`config.mk`:
```
export PLATFORM = sky130hd
export DESIGN_NAME = autobaud_ctrl
export DESIGN_NICKNAME = d
export VERILOG_FILES = /design/src/rtl/uart_pkg.sv /design/src/rtl/rx_sync_edge.sv /design/src/rtl/autobaud_ctrl.sv
export SDC_FILE = /design/constraint.sdc
export NUM_CORES = 1
export LEC_CHECK = 0
export CORE_ASPECT_RATIO = 1.2
export CORE_UTILIZATION = 57
export CTS_CLUSTER_SIZE = 40
export DETAILED_ROUTE_END_ITERATION = 8
export PLACE_DENSITY_LB_ADDON = 0.12
export SLEW_MARGIN = 10
export SYNTH_ARGS = -nofsm -noshare
export SYNTH_HDL_FRONTEND = slang
export SYNTH_SLANG_ARGS = --single-unit
```
`constraint.sdc`:
```
create_clock -name clk -period 5.71 [get_ports clk]
set_input_delay 0.8565 -clock clk [delete_from_list [all_inputs] [get_ports clk]]
set_output_delay 0.8565 -clock clk [all_outputs]
set_load 0.005 [all_outputs]
```
`src/rtl/uart_pkg.sv`:
```
// Shared UART definitions: auto-baud FSM states, default rates and the
// rate-width derivation also used by the baud-rate generator.
package uart_pkg;

    typedef enum logic [2:0] {
        ST_IDLE,
        ST_ARMED,
        ST_WAIT_EDGE,
        ST_MEASURE,
        ST_UPDATE
    } ab_state_e;

    localparam int unsigned MAX_CLOCK_RATE = 100_000_000;
    localparam int unsigned MIN_BAUD_RATE  = 9600;
    localparam int unsigned OVERSAMPLE     = 16;
    localparam int unsigned DEFAULT_RATE   = 5208;

    function automatic int rate_width(input int unsigned clk_hz, input int unsigned baud);
        return $clog2(clk_hz / baud);
    endfunction

endpackage

```
`src/rtl/rx_sync_edge.sv`:
```
// Two-flop synchronizer for an asynchronous rx line plus a registered
// falling-edge detector (3 clk from rx to o_fall).
module rx_sync_edge (
    input  logic clk,
    input  logic nReset,
    input  logic i_rx,
    output logic o_rx_s,
    output logic o_fall
);

    logic r_s1, r_s2, r_prev, r_fall;

    // Idle line is high, so reset to 1 to avoid a spurious edge after reset.
    always_ff @(posedge clk or negedge nReset) begin
        if (!nReset) begin
            r_s1   <= 1'b1;
            r_s2   <= 1'b1;
            r_prev <= 1'b1;
            r_fall <= 1'b0;
        end else begin
            r_s1   <= i_rx;
            r_s2   <= r_s1;
            r_prev <= r_s2;
            r_fall <= r_prev & ~r_s2;
        end
    end

    assign o_rx_s = r_s2;
    assign o_fall = r_fall;

endmodule

```
`src/rtl/autobaud_ctrl.sv`:
```
// Auto-baud controller: times five falling edges of a 0x55 sync character and
// programs the baud generator rate. Define AUTOBAUD_CHECK_EN for per-interval checking.
module autobaud_ctrl
    import uart_pkg::*;
#(
    parameter int unsigned MaxClockRate = MAX_CLOCK_RATE,
    parameter int unsigned MinBaudRate  = MIN_BAUD_RATE,
    parameter int unsigned Oversample   = OVERSAMPLE,
    parameter int unsigned DefaultRate  = DEFAULT_RATE,
    parameter int          RateWidth    = rate_width(MaxClockRate, MinBaudRate)
) (
    input  logic                 clk,
    input  logic                 nReset,
    input  logic                 rx,
    input  logic                 start,
    output logic [RateWidth-1:0] rate,
    output logic                 genRestartN,
    output logic                 busy,
    output logic                 locked,
    output logic                 done,
    output logic                 error
);

    localparam int                   CW       = RateWidth + 3;
    localparam logic [CW-1:0]        CNT_MAX  = '1;
    localparam logic [RateWidth-1:0] OVS      = RateWidth'(Oversample);
    localparam logic [RateWidth-1:0] DEF_RATE = RateWidth'(DefaultRate);

    ab_state_e            r_state, w_state_nxt;
    logic [CW-1:0]        r_cnt, w_cnt_nxt, w_cnt_inc;
    logic [1:0]           r_edge, w_edge_nxt;
    logic [RateWidth-1:0] r_rate, w_rate_nxt, w_cand;
    logic                 r_locked, w_locked_nxt;
    logic                 r_done, w_done_nxt;
    logic                 r_err, w_err_nxt;
    logic                 r_restart_n, w_restart_n_nxt;
    logic                 w_rx_s, w_fall, w_sat, w_bad;

    rx_sync_edge u_sync (
        .clk    (clk),
        .nReset (nReset),
        .i_rx   (rx),
        .o_rx_s (w_rx_s),
        .o_fall (w_fall)
    );

    // The count seen on the 5th edge spans 8 bit periods; round to nearest.
    assign w_cnt_inc = (r_cnt == CNT_MAX) ? r_cnt : r_cnt + 1'b1;
    assign w_sat     = (w_cnt_inc == CNT_MAX);
    assign w_cand    = RateWidth'((32'(w_cnt_inc) + 32'd4) >> 3);

`ifdef AUTOBAUD_CHECK_EN
    logic [CW-1:0] r_first, r_last, w_ivl, w_dev;

    assign w_ivl = w_cnt_inc - r_last;
    assign w_dev = (w_ivl > r_first) ? w_ivl - r_first : r_first - w_ivl;
    assign w_bad = (r_edge != 2'd0) && (w_dev > (r_first >> 3));

    always_ff @(posedge clk or negedge nReset) begin
        if (!nReset) begin
            r_first <= '0;
            r_last  <= '0;
        end else if (!start && w_fall) begin
            if (r_state == ST_WAIT_EDGE) begin
                r_last <= '0;
            end else if (r_state == ST_MEASURE) begin
                r_last <= w_cnt_inc;
                if (r_edge == 2'd0) r_first <= w_cnt_inc;
            end
        end
    end
`else
    assign w_bad = 1'b0;
`endif

    always_comb begin
        w_state_nxt     = r_state;
        w_cnt_nxt       = r_cnt;
        w_edge_nxt      = r_edge;
        w_rate_nxt      = r_rate;
        w_locked_nxt    = r_locked;
        w_done_nxt      = 1'b0;
        w_err_nxt       = 1'b0;
        w_restart_n_nxt = 1'b1;
        if (start) begin
            w_state_nxt  = ST_ARMED;
            w_cnt_nxt    = '0;
            w_edge_nxt   = '0;
            w_locked_nxt = 1'b0;
        end else begin
            unique case (r_state)
                ST_IDLE: ;
                ST_ARMED: if (w_rx_s) w_state_nxt = ST_WAIT_EDGE;
                ST_WAIT_EDGE: begin
                    if (w_fall) begin
                        w_cnt_nxt   = '0;
                        w_edge_nxt  = '0;
                        w_state_nxt = ST_MEASURE;
                    end else begin
                        w_cnt_nxt = w_cnt_inc;
                        if (w_sat) begin
                            w_err_nxt   = 1'b1;
                            w_state_nxt = ST_IDLE;
                        end
                    end
                end
                ST_MEASURE: begin
                    w_cnt_nxt = w_cnt_inc;
                    if (w_fall && w_bad) begin
                        w_err_nxt   = 1'b1;
                        w_state_nxt = ST_IDLE;
                    end else if (w_fall && r_edge == 2'd3) begin
                        w_state_nxt = ST_UPDATE;
                        if (w_sat || w_cand < OVS) begin
                            w_err_nxt = 1'b1;
                        end else begin
                            w_rate_nxt      = w_cand;
                            w_locked_nxt    = 1'b1;
                            w_done_nxt      = 1'b1;
                            w_restart_n_nxt = 1'b0;
                        end
                    end else if (w_sat) begin
                        w_err_nxt   = 1'b1;
                        w_state_nxt = ST_IDLE;
                    end else if (w_fall) begin
                        w_edge_nxt = r_edge + 2'd1;
                    end
                end
                ST_UPDATE: w_state_nxt = ST_IDLE;
                default:   w_state_nxt = ST_IDLE;
            endcase
        end
    end

    // Outputs are registered so rate/done/genRestartN land together in UPDATE.
    always_ff @(posedge clk or negedge nReset) begin
        if (!nReset) begin
            r_state     <= ST_IDLE;
            r_cnt       <= '0;
            r_edge      <= '0;
            r_rate      <= DEF_RATE;
            r_locked    <= 1'b0;
            r_done      <= 1'b0;
            r_err       <= 1'b0;
            r_restart_n <= 1'b1;
        end else begin
            r_state     <= w_state_nxt;
            r_cnt       <= w_cnt_nxt;
            r_edge      <= w_edge_nxt;
            r_rate      <= w_rate_nxt;
            r_locked    <= w_locked_nxt;
            r_done      <= w_done_nxt;
            r_err       <= w_err_nxt;
            r_restart_n <= w_restart_n_nxt;
        end
    end

    assign rate        = r_rate;
    assign genRestartN = r_restart_n;
    assign busy        = (r_state != ST_IDLE);
    assign locked      = r_locked;
    assign done        = r_done;
    assign error       = r_err;

endmodule

```
==> out/metrics.yaml <==
finish:
  fill_cells: 397
  nets: 320
  drive_above_1_share: 0.1083
  fin_area_mm2: 0.003099
  area_growth_syn_to_layout_pct: 9.602
  multi_input_area_mm2: 0.001535
  layout.cells.non_filler: 372
  final_util: 0.6648
  regArea_mm2: 0.001112
  n_antenna_cell: 0
synth:
  synth_ff_type: "dfrtp_1"
  synth_area_leaders: "dfrtp_1 31%, dfstp_2 8.4%, xnor2_1 5.0%, nand2_1 4.4%, a21oi_1 3.4%"
  ys_seq_area_frac: 0.3934
  yosysTopAreaCellShare: 0.3097
  syn-mean-instance-area_um2: 9.302
  synth.distinct_cells: 62
  synth-seq-cells: 44
  synth_warnings: 0
  synth_edf_count: 0
  ys_async_sr_fraction: 1.000
  ys_top_cells_by_count: "35 x dfrtp_1, 33 x nand2_1, 19 x a21oi_1"
  yosys.area.top_type: "dfrtp_1"
  syn_inst: 304
  synth_most_common_cell: "dfrtp_1"
  netlist_area_mm2: 0.002828
  syn_nets: 311
timing:
  worst_slack_ns: 1.702
  finalHoldViolCount: 0
  fin_skew_ns: 0.004266
  timing.fmax_mhz: 249.5
  slew_viol_final: 0
  period_needed_ns: 4.008
  hold-worst-slack_ns: 0.3594
  worstMarginPinSlew_ns: 1.098
  rsz0062_at_grt: "false"
  min_period_over_period: 0.7020
  setup_viol: 0
  setup_tns_ns: 0
  slew-limit-headroom: 0.2651
floorplanning:
  start_util: 0.6065
  fp.dieW_um: 66.30
  die_area_mm2: 0.005248
  die_h_um: 79.16
  core_area_mm2: 0.004662
  rows: 27
  ioPinCount: 23
route:
  wl_per_cell_um: 17.15
  first_pass_iters: 5
  drcViolationCount: 0
  vias_per_cell: 6.358
  ant_nets: 0
  initialDrtViolationCount: 197
  finalWirelength_um: 6381
  routed-via-count: 2365
hold_path:
  hold_class: "reg -> reg"
global_route:
  track_usage: 0.2766
  grt_overflow: 0
  antenna_found_initial: 0
  grt_max_degree: 45
  grt_pass1_vias: 2275
  grt_pass1_wl_um: 11030
setup_path:
  critPathLaunchType: "flip-flop"
  crit_buf_inv: 0
  path_delay_family: "compound AO/OA/AOI/OAI gates"
  cp_common_cell: "ha_1"
  max_stage_delay_ns: 0.50
  worstPathRequired_ns: 5.90
  crit_type: "reg -> reg"
  critPathCaptureType: "flip-flop"
  cp_max_fo: 17
  path_cells: "ha_1 > and4_1 > nand4_2 > a31oi_1 > ha_1 > o21a_1 > nand4_1 > xnor2_1 > a2111oi_4 > a21oi_4 > mux2_2"
  cp.arrival_ns: 4.20
  cpMaxStageDelayCell: "and4_1"
placement:
  dp_slack_ns: 1.776
  post-dp-hpwl_um: 4614
  dpl.cell_count: 364
  portBuffers: 22
  gp_congestion: 0.9385
  place_area_mm2: 0.002992
clock_network:
  cts_setup_buffers: 0
  hold_buffers: 0
  cts.sinks: 44
  numCtsBuffers: 5
  cts_resized: 0
  clk_latency_ns: 0.30
  clkTransAtPathRegs_ns: 0.09
  clk_path_buf_depth: 2
  tritoncts: "built"
  cts_root_buffer: "clkbuf_8"
  htreeDepth: 2
power_and_ir_drop:
  leakagePower_nw: 1.342
  p_per_area_mw_per_mm2: 190.9
  power_mw: 0.5917
  ir_drop_mv: 0.1317
run:
  cap_violations: 0
outcome:
  outcome: "finished clean"
==> area by class of cell <==
class	count	area share
inverter	15	0.01817
clock inverter	2	0.01130
tap	58	0.02342
multi-input combinational	225	0.4954
clock buffer	6	0.02342
sequential	44	0.3589
timing repair buffer	22	0.06944
==> registers in the layout (all words and copies together), names as in the netlist <==
name           flops
error              1
r_state            3
genRestartN        1
rate              14
u_sync.r_s1        1
locked             1
u_sync.o_fall      1
u_sync.o_rx_s      1
r_edge             2
r_cnt             17
done               1
u_sync.r_prev      1
==> power breakdown <==
group          internal (mW)  total (mW)  switching (mW)
combinational        0.00925      0.0293          0.0200
clock                  0.130       0.242           0.112
sequential             0.316       0.320         0.00457
total                  0.455       0.592           0.136
==> kinds of logic (layout without fill, tap and decap cells) <==
| kind of cell | count (synthesis) | count (layout) | synth area share |
|---|---|---|---|
| AOI/OAI and AO/OA | 86 | 86 | 0.2261 |
| xor gates and xnor gates | 17 | 17 | 0.05265 |
| adders and majority gates | 3 | 3 | 0.01328 |
| buffers and inverters | 35 | 45 | 0.06372 |
| DFF | 44 | 44 | 0.3934 |
| muxes | 10 | 10 | 0.03849 |
| and+or+nand+nor | 109 | 109 | 0.2124 |
==> per-layer routing <==
metal / routed length [µm] / vias up / global-route usage
met5: 0 / - / 0
met4: 106 / 0 / 0.08511
met3: 268 / 13 / 0.04598
met2: 3293 / 73 / 0.4827
met1: 2711 / 1152 / 0.3434
li1: - / 1127 / -
==> cell usage in the layout, fill, tap and decap left out, drive strengths merged, types with 5 or more instances in the layout <==
master	netlist	final
dfrtp	35	35
nand2	33	33
clkdlybuf4s50	0	21
a21oi	21	21
o21ai	17	17
xnor2	16	16
inv	15	15
and3	13	13
nor2	12	12
nand4	12	12
nand3	10	10
dfstp	9	9
and2	8	8
a31oi	7	7
mux2	7	7
clkbuf	6	6
and4	5	5
o31ai	5	5
a22o	5	5
==> worst paths after layout <==
check / depth (start not counted) / to / start / slack (ns)
min in group asynchronous: 1 / u_sync.o_fall$_DFF_PN0_ / nReset / 0.69
worst min-delay path: 0 / u_sync.o_rx_s$_DFF_PN1_ / u_sync.r_s1$_DFF_PN1_ / 0.36
worst min register to register: 0 / u_sync.o_rx_s$_DFF_PN1_ / u_sync.r_s1$_DFF_PN1_ / 0.36
max in group asynchronous: 1 / rate[0]$_DFFE_PN0P_ / nReset / 4.43
worst max-delay path: 11 / rate[5]$_DFFE_PN0P_ / r_cnt[0]$_DFFE_PN0P_ / 1.70
worst max register to register: 11 / rate[5]$_DFFE_PN0P_ / r_cnt[0]$_DFFE_PN0P_ / 1.70
==> worst register-to-register path, cell delays in order, from the launching register on <==
cell and delay, ns:
dfrtp_1 0.46, ha_1 0.35, and4_1 0.50, nand4_2 0.30, a31oi_1 0.30, ha_1 0.25, o21a_1 0.28, nand4_1 0.14
xnor2_1 0.35, a2111oi_4 0.10, a21oi_4 0.46, mux2_2 0.40
Note: power is estimated with default switching activity, not from simulation.
